File: src/rtl/bsg_chip_pod_wh_arbiter.sv
// Round-robin wormhole arbiter merging num_in_p input links onto one output link.
// Optional per-input packet counters are enabled by defining BSG_CHIP_POD_WH_ARBITER_STATS_EN.

`ifdef BSG_CHIP_POD_WH_ARBITER_STATS_EN
module bsg_chip_pod_wh_pkt_counter #(
   parameter int width_p = 16
) (
   input  logic               clk_i,
   input  logic               reset_i,
   input  logic               inc_i,
   output logic [width_p-1:0] count_o
);
   // saturating: holds at all-ones
   always_ff @(posedge clk_i) begin
      if (reset_i)
         count_o <= '0;
      else if (inc_i && (count_o != '1))
         count_o <= count_o + width_p'(1);
   end
endmodule
`endif

module bsg_chip_pod_wh_arbiter #(
   parameter int num_in_p     = 2,
   parameter int flit_width_p = 32,
   parameter int cord_width_p = 7,
   parameter int len_width_p  = 4
) (
   input  logic                                   clk_i,
   input  logic                                   reset_i,
   input  logic [num_in_p-1:0]                    v_i,
   input  logic [num_in_p-1:0][flit_width_p-1:0]  data_i,
   output logic [num_in_p-1:0]                    ready_and_o,
   output logic                                   v_o,
   output logic [flit_width_p-1:0]                data_o,
   input  logic                                   ready_and_i,
   output logic [num_in_p-1:0]                    grant_o,
   output logic [num_in_p-1:0][15:0]              pkt_count_o
);
   localparam int ptr_w = $clog2(num_in_p);

   typedef enum logic {IDLE, BUSY} state_e;

   state_e                 state_r;
   logic [ptr_w-1:0]       rr_ptr_r, lock_r, sel, next_ptr;
   logic [len_width_p-1:0] count_r, hdr_len;
   logic                   any_v, xfer;
   int                     idx;

   // first valid input scanning upward from rr_ptr, wrapping past the top
   always_comb begin
      sel   = '0;
      any_v = 1'b0;
      idx   = 0;
      for (int i = 0; i < num_in_p; i++) begin
         idx = int'(rr_ptr_r) + i;
         if (idx >= num_in_p) idx = idx - num_in_p;
         if (!any_v && v_i[idx]) begin
            any_v = 1'b1;
            sel   = ptr_w'(idx);
         end
      end
   end

   assign next_ptr = (sel == ptr_w'(num_in_p-1)) ? '0 : sel + ptr_w'(1);

   // selection is combinational so a stalled header can be preempted next cycle
   always_comb begin
      grant_o = '0;
      v_o     = 1'b0;
      data_o  = data_i[0];
      if (state_r == BUSY) begin
         grant_o[lock_r] = 1'b1;
         v_o             = v_i[lock_r];
         data_o          = data_i[lock_r];
      end else if (any_v) begin
         grant_o[sel] = 1'b1;
         v_o          = 1'b1;
         data_o       = data_i[sel];
      end
   end

   assign ready_and_o = grant_o & {num_in_p{ready_and_i}};
   assign xfer        = v_o & ready_and_i;
   assign hdr_len     = data_o[cord_width_p +: len_width_p];

   always_ff @(posedge clk_i) begin
      if (reset_i) begin
         state_r  <= IDLE;
         count_r  <= '0;
         lock_r   <= '0;
         rr_ptr_r <= '0;
      end else if (xfer) begin
         if (state_r == IDLE) begin
            rr_ptr_r <= next_ptr;
            if (hdr_len != '0) begin
               state_r <= BUSY;
               lock_r  <= sel;
               count_r <= hdr_len;
            end
         end else begin
            count_r <= count_r - len_width_p'(1);
            if (count_r == len_width_p'(1)) state_r <= IDLE;
         end
      end
   end

`ifdef BSG_CHIP_POD_WH_ARBITER_STATS_EN
   logic hdr_xfer;
   assign hdr_xfer = xfer && (state_r == IDLE);

   for (genvar k = 0; k < num_in_p; k++) begin : g_stat
      bsg_chip_pod_wh_pkt_counter #(.width_p(16)) cnt (
         .clk_i   (clk_i),
         .reset_i (reset_i),
         .inc_i   (hdr_xfer & grant_o[k]),
         .count_o (pkt_count_o[k])
      );
   end
`else
   assign pkt_count_o = '0;
`endif

endmodule

File: config.mk
export PLATFORM = sky130hd
export DESIGN_NAME = bsg_chip_pod_wh_arbiter
export DESIGN_NICKNAME = d
export VERILOG_FILES = /design/src/rtl/bsg_chip_pod_wh_arbiter.sv
export SDC_FILE = /design/constraint.sdc
export NUM_CORES = 1
export LEC_CHECK = 0
export BUFFER_PORTS_ARGS = -buffer_cell sky130_fd_sc_hd__buf_2
export CORE_ASPECT_RATIO = 0.8
export CORE_UTILIZATION = 37
export DETAILED_ROUTE_END_ITERATION = 10
export GPL_ROUTABILITY_DRIVEN = 0
export MAX_ROUTING_LAYER = met4
export PLACE_DENSITY_LB_ADDON = 0.05
export SYNTH_ARGS = -nofsm -noshare
export SYNTH_HDL_FRONTEND = slang
export SYNTH_HIERARCHICAL = 1
export SYNTH_SLANG_ARGS = --single-unit
File: constraint.sdc
create_clock -name clk_i -period 3.85 [get_ports clk_i]
set_input_delay 1.155 -clock clk_i [delete_from_list [all_inputs] [get_ports clk_i]]
set_output_delay 1.155 -clock clk_i [all_outputs]
set_load 0.05 [all_outputs]
==> flow_summary.yaml <==
timing:
  skew_ns: 0.00512
  hold_violations: 0
  setup_violations: 0
  setup-tns-final_ns: 0
  period_needed_ns: 3.62
  fin_crit_sh_pct: 94.1
  timing.fmax_mhz: 276
  rsz0062_at_grt: "false"
  maxSlewViolCount: 0
  tightest_slew_ns: 0.601
  relSlewSlack_pct: 59.9
power_and_ir_drop:
  powerDensity_nw_per_um2: 358
  p_leak_nw: 1.07
  peakVddDrop_uv: 202
logic_synthesis:
  syn_area_um2: 1240
  synthCells: 213
  synth-seq-cells: 7
  synth_area_per_cell_um2: 5.84
  synth_cell_types: 35
  ys_seq_area_share_pct: 11.3
  yosysWarnings: 6
route:
  first_iter_violations: 40
  wl_per_cell_um: 9.83
  drt_wl_total_um: 3460
  drcViolationCount: 0
  drtPass1Iterations: 4
  vias: 1558
  drt.antenna.violating_nets: 0
  routed_via_density: 4.43
clock_network:
  cts.path.max_buffers: 2
  cts_root_buffer: "clkbuf_8"
  clock_latency_ns: 0.23
  hold_buffers: 0
  postCtsSetupRepairBufs: 0
  h-tree-depth: 1
  ctsResizeCount: 0
  cts_tree: "done"
  cts_inserted_buffers: 3
  clkSinkCount: 7
  clkTransAtPathRegs_ns: 0.04
run:
  maxCapViolations: 0
final_layout:
  diodes: 0
  multiInputGateArea_um2: 917
  syn2layout_area_growth_pct: 39.3
  ff_latch_area_um2: 140
  fill_cells: 346
  layout.nets: 384
  layout-drive-gt1-share_pct: 37.2
  finalNonFillerCells: 352
  final_util_pct: 55.0
worst_setup_path:
  crit_buf_inv: 4
  cp-start-kind: "input pin"
  path_common_cell: "buf_2"
  slowest_delay_ns: 0.28
  crit_path_top_delay_cell: "nor2b_1"
  crit_fanout: 34
  crit_type: "in2out"
  cp_cell_sequence: "buf_2 > nor2b_1 > o21a_1 > clkinv_1 > buf_12 > and2_1 > buf_2"
  critical-path-top-delay-family: "buffers and inverters"
  cp-end-kind: "output pin"
  arrival_ns: 2.47
  crit_required_ns: 2.69
floorplan:
  io_pins: 138
  rows: 18
  die_y_um: 53.9
  die_w_um: 66.8
  core-area_um2: 3150
  start_util_pct: 39.4
  dieArea_um2: 3600
global_route:
  grt_pass1_wl_um: 4910
  track_usage_pct: 18.5
  first_global_vias: 1098
  grt_max_degree: 36
  antenna_found_initial: 0
  overflow: 0
place:
  dp.cells: 348
  hpwlAfterDp_um: 2760
  portBuffers: 105
hold_path:
  hold_path.class: "reg2reg"
outcome:
  status: "finished, final reports clean"
-- sequential cells by signal, summed over array words and instances, names as in the netlist --
| name | cells |
|---|---|
| lock_r | 1 |
| rr_ptr_r | 1 |
| state_r | 1 |
| count_r | 4 |
-- Yosys cell counts (all sizes together) --
library cell  number  area share (%)
buf               37              21
nor4               1            0.50
nand4              2             1.0
clkinv             1            0.30
inv                3            0.91
mux2i              3             2.4
a211o              2             1.4
o2bb2ai            2             1.4
a31o               1            0.70
ha                 2             2.0
a311oi             1            0.70
conb               1            0.30
o2111ai            1            0.70
o21a               1            0.60
and3               2             1.1
nor2b              5             2.5
nand2b             6             3.0
o311ai             2             1.4
nand3              2             1.2
a21boi             2             1.2
o31ai              3             1.8
or4                3             2.4
a21oi              8             3.2
dfxtp              7              11
nand2             99              30
o211ai             2             1.2
mux2               1            0.91
clkbuf             6             1.8
and2               2             1.0
o21ai              2            0.80
nor2               3            0.91
-- logic make-up (layout without fill, tap and decap cells) --
kind of cell / after synthesis / after routing / share of synthesized area, %
multiplexers: 4 / 4 / 3.32
AND/OR/NAND/NOR: 125 / 125 / 43.6
buffers and inverters: 47 / 115 / 24.3
flip-flops: 7 / 7 / 11.3
AO/OA/AOI/OAI: 27 / 27 / 15.2
adder cells (fa/ha/maj): 2 / 2 / 2.01
other: 1 / 32 / 0.302
-- worst reg2reg max path: stages (launching register included) --
cell and delay (ns):
dfxtp_1 0.69, nand2b_1 0.26, o21a_1 0.20, buf_12 0.20, o2111ai_1 0.18, mux2_2 0.31
-- cell usage in the layout (no fill, tap or decap), types with 2 or more instances in the layout --
cell type,instances
a211o_1,2
o2bb2ai_1,2
and2_1,2
ha_1,2
nand2_1,99
inv_1,3
o211ai_1,2
buf_12,2
o21ai_0,2
o311ai_0,2
conb_1,32
clkbuf_8,3
buf_2,105
nand4_1,2
o31ai_1,3
nor2_1,3
dfxtp_1,7
mux2i_1,3
a21boi_0,2
or4_4,2
nand2b_1,6
nor2b_1,5
a21oi_1,8
-- where the power goes --
group | internal, mW | switching (mW)
Clock | 0.0720 | 0.0357
Combinational | 0.103 | 0.318
Sequential | 0.0798 | 0.0118
Total | 0.254 | 0.365
-- cell type report --
type | count | area share (%)
sequential | 7 | 8.09
multi-input combinational | 190 | 52.9
inverter | 4 | 0.866
clock buffer | 4 | 2.60
timing repair buffer | 107 | 32.6
tap | 40 | 2.89
-- layer usage --
layer	up-vias	wire [µm]	GRT usage (%)
met5	-	0	-
met4	0	24	4.26
met3	3	282	4.45
met2	82	1630	31.0
met1	649	1520	22.6
li1	824	-	-
-- metrics by stage --
stage | power [mW] | worst slack, ns | hold WS (ns) | cell area [µm²]
floorplan | 0.440 | 0.0681 | 0.474 | 1360
global placement | 0.514 | 0.252 | 0.507 | 1690
detailed placement | 0.514 | 0.237 | 0.498 | 1690
CTS | 0.625 | 0.221 | 0.507 | 1730
global route | 0.662 | 0.137 | 0.548 | 1730
finish | 0.620 | 0.226 | 0.502 | 1730
-- worst paths after layout --
check	startpoint	to	slack (ns)	cells past startpoint
setup reg to reg	state_r$_SDFFE_PP0P_	lock_r$_SDFFE_PP0P_	1.91	5
hold reg to reg	count_r[1]$_SDFFE_PP0P_	count_r[1]$_SDFFE_PP0P_	0.50	2
setup / recovery	v_i[0]	ready_and_o[1]	0.23	7
hold / removal	count_r[1]$_SDFFE_PP0P_	count_r[1]$_SDFFE_PP0P_	0.50	2
(Power assumes the default switching activity.)
